`config.mk`:
```
export PLATFORM = sky130hd
export DESIGN_NAME = au_seq_unit
export DESIGN_NICKNAME = d
export VERILOG_FILES = /design/src/rtl/au_pkg.sv /design/src/rtl/au_addsub.sv /design/src/rtl/au_seq_unit.sv
export SDC_FILE = /design/constraint.sdc
export NUM_CORES = 1
export LEC_CHECK = 0
export BUFFER_PORTS_ARGS = -buffer_cell sky130_fd_sc_hd__buf_2
export CAP_MARGIN = 15
export CORE_MARGIN = 3
export CORE_UTILIZATION = 50
export DETAILED_ROUTE_END_ITERATION = 12
export PLACE_DENSITY = 0.73
export SYNTH_ARGS = -nofsm -noshare
export SYNTH_HDL_FRONTEND = slang
export SYNTH_SLANG_ARGS = --single-unit
```
`constraint.sdc`:
```
create_clock -name CLK -period 3.3 [get_ports CLK]
set_input_delay 0.66 -clock CLK [delete_from_list [all_inputs] [get_ports CLK]]
set_output_delay 0.66 -clock CLK [all_outputs]
set_load 0.02 [all_outputs]
```
`src/rtl/au_pkg.sv`:
```
// Shared encodings for the arithmetic sequencer: opcodes, FSM states, flag bit positions.
package au_pkg;
  localparam logic [1:0] OP_ADD = 2'b00;
  localparam logic [1:0] OP_SUB = 2'b01;
  localparam logic [1:0] OP_MUL = 2'b10;
  localparam logic [1:0] OP_ACC = 2'b11;

  typedef enum logic [1:0] {ST_IDLE, ST_MUL, ST_DONE} state_e;

  localparam int FLAG_C = 3;
  localparam int FLAG_V = 2;
  localparam int FLAG_Z = 1;
  localparam int FLAG_N = 0;

  function automatic logic [3:0] mk_flags(input logic c, input logic v, input logic z, input logic n);
    logic [3:0] f;
    f         = '0;
    f[FLAG_C] = c;
    f[FLAG_V] = v;
    f[FLAG_Z] = z;
    f[FLAG_N] = n;
    return f;
  endfunction
endpackage

```
`src/rtl/au_addsub.sv`:
```
// Combinational WIDTH-bit adder/subtractor with carry, signed overflow, zero and negative.
module au_addsub
  import au_pkg::*;
#(
  parameter int WIDTH = 8
) (
  input  logic [WIDTH-1:0] i_a,
  input  logic [WIDTH-1:0] i_b,
  input  logic             i_sub,
  output logic [WIDTH-1:0] o_sum,
  output logic             o_c,
  output logic             o_v,
  output logic             o_z,
  output logic             o_n
);
  logic [WIDTH-1:0] w_b;
  logic [WIDTH:0]   w_full;

  // Subtraction is A + ~B + 1, so C=1 means no borrow.
  assign w_b    = i_sub ? ~i_b : i_b;
  assign w_full = {1'b0, i_a} + {1'b0, w_b} + {{WIDTH{1'b0}}, i_sub};
  assign o_sum  = w_full[WIDTH-1:0];
  assign o_c    = w_full[WIDTH];
  assign o_v    = (i_a[WIDTH-1] == w_b[WIDTH-1]) && (o_sum[WIDTH-1] != i_a[WIDTH-1]);
  assign o_z    = (o_sum == '0);
  assign o_n    = o_sum[WIDTH-1];
endmodule

```
`src/rtl/au_seq_unit.sv`:
```
// Operand/result register unit: single-cycle ADD/SUB/ACC, WIDTH-cycle shift-add MUL,
// Start/Busy/Done handshake.
module au_seq_unit
  import au_pkg::*;
#(
  parameter int WIDTH  = 8,
  parameter bit MUL_EN = 1'b1
) (
  input  logic             CLK,
  input  logic             CLR_n,
  input  logic             Clear,
  input  logic [WIDTH-1:0] X,
  input  logic [WIDTH-1:0] Y,
  input  logic             LoadA,
  input  logic             LoadB,
  input  logic [1:0]       Op,
  input  logic             Start,
  output logic             Busy,
  output logic             Done,
  output logic [WIDTH-1:0] Rout,
  output logic [WIDTH-1:0] RoutHi,
  output logic [3:0]       Flags
);
  localparam int CW = (WIDTH > 2) ? $clog2(WIDTH) : 1;

  state_e           r_state;
  logic             r_busy, r_done;
  logic [WIDTH-1:0] r_a, r_b, r_r, r_hi;
  logic [3:0]       r_flags;
  logic [WIDTH-1:0] r_mcand, r_ph, r_pl;
  logic [CW-1:0]    r_cnt;

  logic [WIDTH-1:0] w_a, w_b, w_sum;
  logic             w_sub, w_c, w_v, w_z, w_n;
  logic [WIDTH-1:0] w_ph_nxt, w_pl_nxt;
  logic             w_hi_nz;
  logic [3:0]       w_mul_flags;

  // One adder serves the single-cycle ops in IDLE and the partial-sum step in MUL.
  always_comb begin
    w_a   = r_a;
    w_b   = r_b;
    w_sub = 1'b0;
    if (r_state == ST_MUL) begin
      w_a = r_ph;
      w_b = r_pl[0] ? r_mcand : '0;
    end else if (Op == OP_SUB) begin
      w_sub = 1'b1;
    end else if (Op == OP_ACC) begin
      w_a = r_r;
      w_b = r_a;
    end
  end

  au_addsub #(.WIDTH(WIDTH)) u_addsub (
    .i_a  (w_a),
    .i_b  (w_b),
    .i_sub(w_sub),
    .o_sum(w_sum),
    .o_c  (w_c),
    .o_v  (w_v),
    .o_z  (w_z),
    .o_n  (w_n)
  );

  // Multiplier sits in the low half and shifts out as product bits shift in.
  assign w_ph_nxt    = {w_c, w_sum[WIDTH-1:1]};
  assign w_pl_nxt    = {w_sum[0], r_pl[WIDTH-1:1]};
  assign w_hi_nz     = |w_ph_nxt;
  assign w_mul_flags = mk_flags(w_hi_nz, w_hi_nz, ~w_hi_nz & ~(|w_pl_nxt), w_ph_nxt[WIDTH-1]);

  always_ff @(posedge CLK or negedge CLR_n) begin
    if (!CLR_n) begin
      r_state <= ST_IDLE;
      r_busy  <= 1'b0;
      r_done  <= 1'b0;
      r_a     <= '0;
      r_b     <= '0;
      r_r     <= '0;
      r_hi    <= '0;
      r_flags <= '0;
      r_mcand <= '0;
      r_ph    <= '0;
      r_pl    <= '0;
      r_cnt   <= '0;
    end else if (Clear) begin
      r_state <= ST_IDLE;
      r_busy  <= 1'b0;
      r_done  <= 1'b0;
      r_a     <= '0;
      r_b     <= '0;
      r_r     <= '0;
      r_hi    <= '0;
      r_flags <= '0;
      r_mcand <= '0;
      r_ph    <= '0;
      r_pl    <= '0;
      r_cnt   <= '0;
    end else begin
      case (r_state)
        ST_IDLE: begin
          if (LoadA) r_a <= X;
          if (LoadB) r_b <= Y;
          if (Start) begin
            r_busy <= 1'b1;
            if (Op == OP_MUL) begin
              if (MUL_EN) begin
                r_mcand <= r_a;
                r_pl    <= r_b;
                r_ph    <= '0;
                r_cnt   <= '0;
                r_state <= ST_MUL;
              end else begin
                r_done  <= 1'b1;
                r_state <= ST_DONE;
              end
            end else begin
              r_r     <= w_sum;
              r_hi    <= '0;
              r_flags <= mk_flags(w_c, w_v, w_z, w_n);
              r_done  <= 1'b1;
              r_state <= ST_DONE;
            end
          end
        end
        ST_MUL: begin
          r_ph  <= w_ph_nxt;
          r_pl  <= w_pl_nxt;
          r_cnt <= r_cnt + 1'b1;
          if (r_cnt == CW'(WIDTH - 1)) begin
            r_r     <= w_pl_nxt;
            r_hi    <= w_ph_nxt;
            r_flags <= w_mul_flags;
            r_done  <= 1'b1;
            r_state <= ST_DONE;
          end
        end
        default: begin
          r_done  <= 1'b0;
          r_busy  <= 1'b0;
          r_state <= ST_IDLE;
        end
      endcase
    end
  end

  assign Busy   = r_busy;
  assign Done   = r_done;
  assign Rout   = r_r;
  assign RoutHi = r_hi;
  assign Flags  = r_flags;
endmodule

```
==> flow_metrics.tcl, run 1 <==
set metrics [dict create \
    outcome "finished, final reports clean" \
    syn_area_um2 3710 \
    die_h_um 92.1 \
    met2_usage_pct 36.9 \
    grtUsageMet3_pct 4.92 \
    synthTopCellsByArea "dfrtp_1 (45%), nand2_1 (10%), mux2i_1 (5.7%)" \
    boundaryPins 46 \
    finalNetCount 501 \
    crit_required_ns 3.55 \
    rows 30 \
    grt_pass1_wl_mm 15.6 \
    cts_sinks 67 \
    setup_viol 0 \
    design_area_um2 4260 \
    critPathLaunchType "flop" \
    cp-startpoint "r_state[0]" \
    ir_drop_mv 0.265 \
    async_flop_share_pct 100 \
    grt_max_degree 47 \
    dp_hpwl_mm 7.17 \
    synth_fa_ha_area_share_pct 3.58 \
    io_buffer_count 45 \
    syn_inst 421 \
    numCtsBuffers 9 \
    cts.htree.levels 3 \
    ys_warn_count 0 \
    clk_path_buf_depth 2 \
    grt_pass1_vias 3044 \
    fmax_ghz 0.329 \
    cp.arrival_ns 3.29 \
    worst_pin_slew_ns 0.583 \
    cts_setup_buffers 0 \
    via_per_inst 5.52 \
    totalPowerFinal_uw 2060 \
    multi_input_area_um2 1910 \
    clk_latency_ns 0.34 \
    ant_nets 0 \
    yosysSeqAreaShare_pct 45.2 \
    grt-ovfl-total 0 \
    routed_wl_mm 9.44 \
    synth_top_family_by_area "simple AND/OR/NAND/NOR gates" \
    clk_pin_slew_ns 0.07 \
    synth_top_area_share_pct 45.2 \
    hp-class "input port to async pin" \
    fin_ws_ns 0.262 \
    tritoncts "built" \
    dieArea_um2 8480 \
    finalHoldViolCount 0 \
    grt_util_met1_pct 32.6 \
    yosys_most_used_dff "dfrtp_1" \
    final.min_clock_period_ns 3.04 \
    synthXorXnorAreaFrac_pct 1.42 \
    initial_core_util_pct 53.1 \
    postCtsHoldBufs 0 \
    grt_setup_unrepaired "false" \
    antenna_found_initial 0 \
    fill_cells 660 \
    synthDistinctLibCells 47 \
    synth_top_cell_by_area "dfrtp_1" \
    crit_type "flop to flop" \
    critPathCaptureType "flop" \
    avgSynthCellArea_um2 8.81 \
    wire_per_inst_um 16.6 \
    postPlaceCellArea_um2 4070 \
    track_usage_pct 23.6 \
    crit_fanout 46 \
    regArea_um2 1680 \
    holdWs_ns 0.306 \
    p_leak_uw 0.00210 \
    synth_edf_count 0 \
    synth_compound_area_share_pct 19.6 \
    drc_errors 0 \
    synth.mux.area_fraction_pct 6.65 \
    cap_viol_max_count 0 \
    core_um2 6980 \
    vias 3133 \
    syn-num-nets 455 \
    syn2layout_area_growth_pct 15.0 \
    ys_ff_latch 67 \
    grt_busiest_layer "met2" \
    r2r-start "r_state[0]" \
    root_buffer "clkbuf_8" \
    skew_ns 0.00548 \
    post_cts_resized 0 \
    drive_gt1_share_pct 18.9 \
    dr.pass1.iters 4 \
    power_density_nw_per_um2 482 \
    diodes 0 \
    period_share_pct 92.1 \
    routabilityCongestion 0.972 \
    yosys.area_share.simple_pct 20.1 \
    die_x_um 92.1 \
    pre_cts_ws_ns -0.0103 \
    final-max-slew-violation-count 0 \
    drtIter0Drc 246 \
    slew_headroom_pct 61.2 \
]
==> Yosys cell counts (2+ instances only) <==
library cell	number
a31oi_1	2
o21ai_1	3
nand2b_1	7
o31ai_1	6
xor2_1	2
xnor2_1	4
or2_2	2
buf_6	2
nor2b_1	2
nand4_1	2
buf_1	4
mux2_2	2
or3_1	2
inv_1	6
nand2_1	100
a21oi_1	38
clkbuf_1	11
nand3_2	2
o21ai_0	39
o211ai_1	6
nor2_1	29
buf_2	5
a22o_1	6
o21a_1	3
ha_1	9
o31ai_2	2
a211oi_1	2
mux2i_1	21
and3_1	3
a21o_1	5
dfrtp_1	67
and2_1	5
nand3_1	7
a21boi_0	2
==> final cells by class <==
| type | instances | share of cell area [%] |
|---|---|---|
| Clock inverter | 5 | 1.23 |
| Inverter | 6 | 0.528 |
| Tap cell | 96 | 2.82 |
| Sequential cell | 67 | 39.3 |
| Timing Repair Buffer | 57 | 7.98 |
| Clock buffer | 11 | 3.32 |
| Multi-Input combinational cell | 326 | 44.8 |
==> flip-flops by register name, indices dropped and copies added, names as in the netlist <==
register,count
r_mcand,8
r_a,8
Busy,1
r_state,2
r_b,8
r_ph,8
Flags,4
r_cnt,3
Done,1
Rout,8
RoutHi,8
r_pl,8
==> cell usage in the layout, fill, tap and decap left out, drive strengths merged, types with 2 or more instances in the layout <==
| cell type | count |
|---|---|
| nand2 | 101 |
| dfrtp | 67 |
| buf | 57 |
| o21ai | 42 |
| a21oi | 38 |
| nor2 | 29 |
| mux2i | 22 |
| clkbuf | 11 |
| ha | 9 |
| nand3 | 9 |
| o31ai | 8 |
| nand2b | 7 |
| o211ai | 6 |
| inv | 6 |
| a22o | 6 |
| and2 | 5 |
| a21o | 5 |
| xnor2 | 4 |
| o21a | 3 |
| and3 | 3 |
| clkinv | 3 |
| a31oi | 2 |
| a211oi | 2 |
| or3 | 2 |
| nand4 | 2 |
| xor2 | 2 |
| or2 | 2 |
| a21boi | 2 |
| mux2 | 2 |
| nor2b | 2 |
| nor3 | 2 |
==> metal layers <==
layer,up-vias,share of wire (%)
met5,-,0
met4,0,1.6
met3,12,6.8
met2,87,46
met1,1480,46
li1,1554,-
==> kinds of logic (layout without fill, tap and decap cells) <==
family,Yosys count,after routing
AO/OA/AOI/OAI,119,119
XOR/XNOR,6,6
adder cells (fa/ha/maj),10,10
buffers and inverters,28,79
flip-flops,67,67
multiplexers,24,24
AND/OR/NAND/NOR,167,167
==> worst paths after layout <==
check,to,slack [ns],cells after the start
worst max-delay path,Flags[2],0.26,13
worst min-delay path,Busy,0.31,1
worst max register to register,Flags[2],0.26,13
worst min register to register,RoutHi[7],0.47,2
max in group asynchronous,r_pl[4],2.40,2
min in group CLK,RoutHi[7],0.47,2
==> report_power, final <==
group	internal [uW]	switching, uW	leakage [uW]
clock	366	314	0.0000991
sequential	865	46.3	0.000918
combinational	180	284	0.00108
total	1410	645	0.00210
==> per-stage QoR <==
stage,util (%),instances,setup TNS (ns)
global placement,58.3,552,0
finish,61.1,568,0
global route,61.1,568,0
CTS,61.1,568,0
detailed placement,58.3,552,-0.0103
floorplan,-,421,0
==> critical path: stages, from the launching register on <==
cell and delay [ns]:
dfrtp_1 0.45, nor2b_2 0.20, buf_12 0.18, a211oi_1 0.19, a31o_2 0.15, inv_1 0.05
fa_1 0.44, nand2b_1 0.18, a21oi_1 0.25, o311ai_2 0.13, a21oi_1 0.25, or2_2 0.18
nor3_2 0.06, o31ai_2 0.22
Power figures use the tool's default switching activity.
==> run 2: changes to the inputs <==
Settings changed: CORE_UTILIZATION 50 to 40, PLACE_DENSITY 0.73 to unset, SYNTH_HIERARCHICAL set to 1.
==> run 2 against run 1 <==
Compared with the run above:
- combinational power is 35% higher
- first-iteration DRC count down 34%
- core utilization down 7.5 points
- non-clock buffer count grew 36
- register-to-register slack worse by 0.20 ns
- synthesized cell count fell by 5.0%
- power is 16% higher
- setup slack got worse by 0.20 ns
==> flow_metrics.tcl, run 2 <==
set metrics [dict create \
    grt_max_degree 36 \
    power_frac_clock_pct 36.0 \
    core_um2 9280 \
    path_delay_family "simple AND/OR/NAND/NOR gates" \
    cts_sinks 67 \
    period_share_pct 98.0 \
    ys_ff_latch 67 \
    synthDistinctLibCells 55 \
    synth_edf_count 0 \
    clk_latency_ns 0.35 \
    final.min_clock_period_ns 3.23 \
    critical_path.cell_chain "nor2b_4, buf_6, nor3b_4, buf_6, buf_6, xor2_2, ha_4, a21oi_4, o221ai_2, xor2_1, or4b_4, nor3_4, nand4_1, o211ai_1, a22o_1" \
    drtIter0Drc 163 \
    final_util_pct 53.6 \
    p_seq_share_pct 37.7 \
    fmax_ghz 0.309 \
    final_cell_mix "nand2_1 (71), dfrtp_1 (67), buf_2 (45)" \
    critPathCaptureType "flop" \
    die_x_um 104 \
    grt_pass1_vias 3262 \
    avgSynthCellArea_um2 9.61 \
    cp.arrival_ns 3.52 \
    crit_required_ns 3.59 \
    final-max-slew-violation-count 0 \
    boundaryPins 46 \
    crit_buf_inv 3 \
    critPathLaunchType "flop" \
    r2r_setup_slack_ns 0.07 \
    slew_headroom_pct 46.6 \
    holdWs_ns 0.390 \
    finalNetCount 513 \
    drive_gt1_share_pct 33.3 \
    r2r-start "r_state[0]" \
    grt-ovfl-total 0 \
    syn-num-nets 434 \
    p_int_uw 1660 \
    crit_fanout 8 \
    dp_hpwl_mm 7.58 \
    diodes 0 \
    cap_viol_max_count 0 \
    drc_errors 0 \
    die_h_um 104 \
    syn2layout_area_growth_pct 29.5 \
    initial_core_util_pct 41.4 \
    switchingPower_uw 727 \
    path_common_cell "buf_6" \
    critPathMaxStageDelay_ns 0.52 \
    via_per_inst 5.41 \
    crit_slowest_cell "or4b_4" \
    numCtsBuffers 9 \
    r2r_cells 15 \
    synth_top_cell_by_area "dfrtp_1" \
    antenna_found_initial 0 \
    yosysMostFrequentCell "nand2_1" \
    switching_share_pct 30.4 \
    fin_cells 613 \
    grt_pass1_wl_mm 17.1 \
    synthTopCellsByArea "dfrtp_1 (44%), nand2_1 (7.0%), mux2i_1 (6.5%)" \
    clk_pin_slew_ns 0.08 \
    crit_type "flop to flop" \
    yosys_most_used_dff "dfrtp_1" \
    grt_setup_unrepaired "true" \
    syn_area_um2 3840 \
    power_density_nw_per_um2 480 \
    outcome "finished, final reports clean" \
    rows 35 \
    timing.rr.end "Flags[1]" \
    clk_path_buf_depth 2 \
    vias 3319 \
    cts.htree.levels 3 \
    dr.pass1.iters 4 \
    ant_nets 0 \
    synth_top_area_share_pct 43.6 \
    ir_drop_mv 0.242 \
    root_buffer "clkbuf_8" \
    ys_warn_count 6 \
    routed_wl_mm 10.8 \
    final_common_cell "nand2_1" \
    worst_pin_slew_ns 0.801 \
    async_flop_share_pct 100 \
    place_inst 588 \
    yosysSeqAreaShare_pct 43.6 \
    dieArea_um2 10800 \
    io_buffer_count 45 \
    hp-class "input port to async pin" \
    setup_viol 0 \
    p_leak_uw 0.00249 \
    wire_per_inst_um 17.5 \
    track_usage_pct 19.7 \
    tritoncts "built" \
    skew_ns 0.00963 \
    netlist_top_cells_count "nand2_1 (72), dfrtp_1 (67), a21oi_1 (38)" \
    p_comb_share_pct 26.2 \
    routabilityCongestion 0.885 \
    syn_inst 400 \
    finalHoldViolCount 0 \
]
run 2: changes by cell type in the layout (fill, tap and decap cells not counted), moves of 5 or more:
cell      previous run  this run
buf_6                0         5
buf_4               10        40
nor2_1              29        15
o31ai_1              6         0
o21ai_0             39        15
nand2_1            100        71
mux2_2               2        16
a311oi_1             0         9
o211ai_1             6         1
nor3_1               1         6
run 2: final cells by class:
class                      instances  area [um^2]
multi-input combinational        300         2210
clock buffer                      10          138
timing repair buffer              93          647
sequential                        67         1680
tap                              129          161
fill                             829         4310
clock inverter                     6          113
inverter                           8         30.0
run 2: cells by family after synthesis:
| family | count (synthesis) | synth area share [%] |
|---|---|---|
| AOI/OAI and AO/OA | 98 | 17.3 |
| buffers and inverters | 33 | 4.17 |
| muxes | 43 | 12.1 |
| DFF | 67 | 43.6 |
| xor gates and xnor gates | 13 | 2.96 |
| and+or+nand+nor | 136 | 16.4 |
| adders and majority gates | 10 | 3.45 |
run 2: through the flow:
| stage | cell area, um^2 | setup WS, ns | TNS, ns | power (uW) |
|---|---|---|---|---|
| 2_1_floorplan | 3880 | -0.0454 | -0.107 | 1240 |
| 3_3_place_gp | 4440 | -0.201 | -1.08 | 1450 |
| 3_5_place_dp | 4440 | -0.321 | -1.87 | 1460 |
| 4_1_cts | 4710 | 0.0197 | 0 | 2330 |
| 5_1_grt | 4980 | -0.104 | -0.237 | 2510 |
| 6_report | 4980 | 0.0655 | 0 | 2390 |
run 2: layer usage:
layer | global-route usage, % | part of all wire (%) | vias up
met2 | 31.5 | 49 | 105
met4 | 5.03 | 0.89 | 0
met5 | 0 | 0 | -
li1 | - | - | 1584
met3 | 4.41 | 5.3 | 10
met1 | 27.3 | 45 | 1620
run 2: power groups by stage:
stage,clock (uW),sequential (uW),combinational (uW)
2_1_floorplan,0,923,313
3_3_place_gp,0,916,530
3_5_place_dp,0,918,537
4_1_cts,882,902,544
5_1_grt,920,907,680
6_report,862,902,626
run 2: worst max path at each step:
stage / start / to / slack, ns / cells after the start
floorplan: Op[1] / Flags[3] / -0.05 / 15
global placement: Op[1] / Flags[1] / -0.20 / 14
detailed placement: Op[1] / Flags[1] / -0.32 / 14
CTS: r_state[0] / Flags[1] / 0.02 / 13
global route: r_state[0] / Flags[1] / -0.10 / 15
finish: r_state[0] / Flags[1] / 0.07 / 15
run 2: timing repair:
action | in CTS | in global routing
hold buffers | 0 | 0
pin swaps | 1 | 14
cloned | 0 | 1
endpoints found under the setup margin | 5 | 8
resized for setup | 2 | 36
setup buffers | 1 | 7
run 2: worst reg2reg max path, stage by stage (launching register included):
cell and delay, ns:
dfrtp_1 0.38, nor2b_4 0.15, buf_6 0.12, nor3b_4 0.20, buf_6 0.19, buf_6 0.13, xor2_2 0.18, ha_4 0.25
a21oi_4 0.16, o221ai_2 0.13, xor2_1 0.19, or4b_4 0.52, nor3_4 0.19, nand4_1 0.10, o211ai_1 0.13, a22o_1 0.16
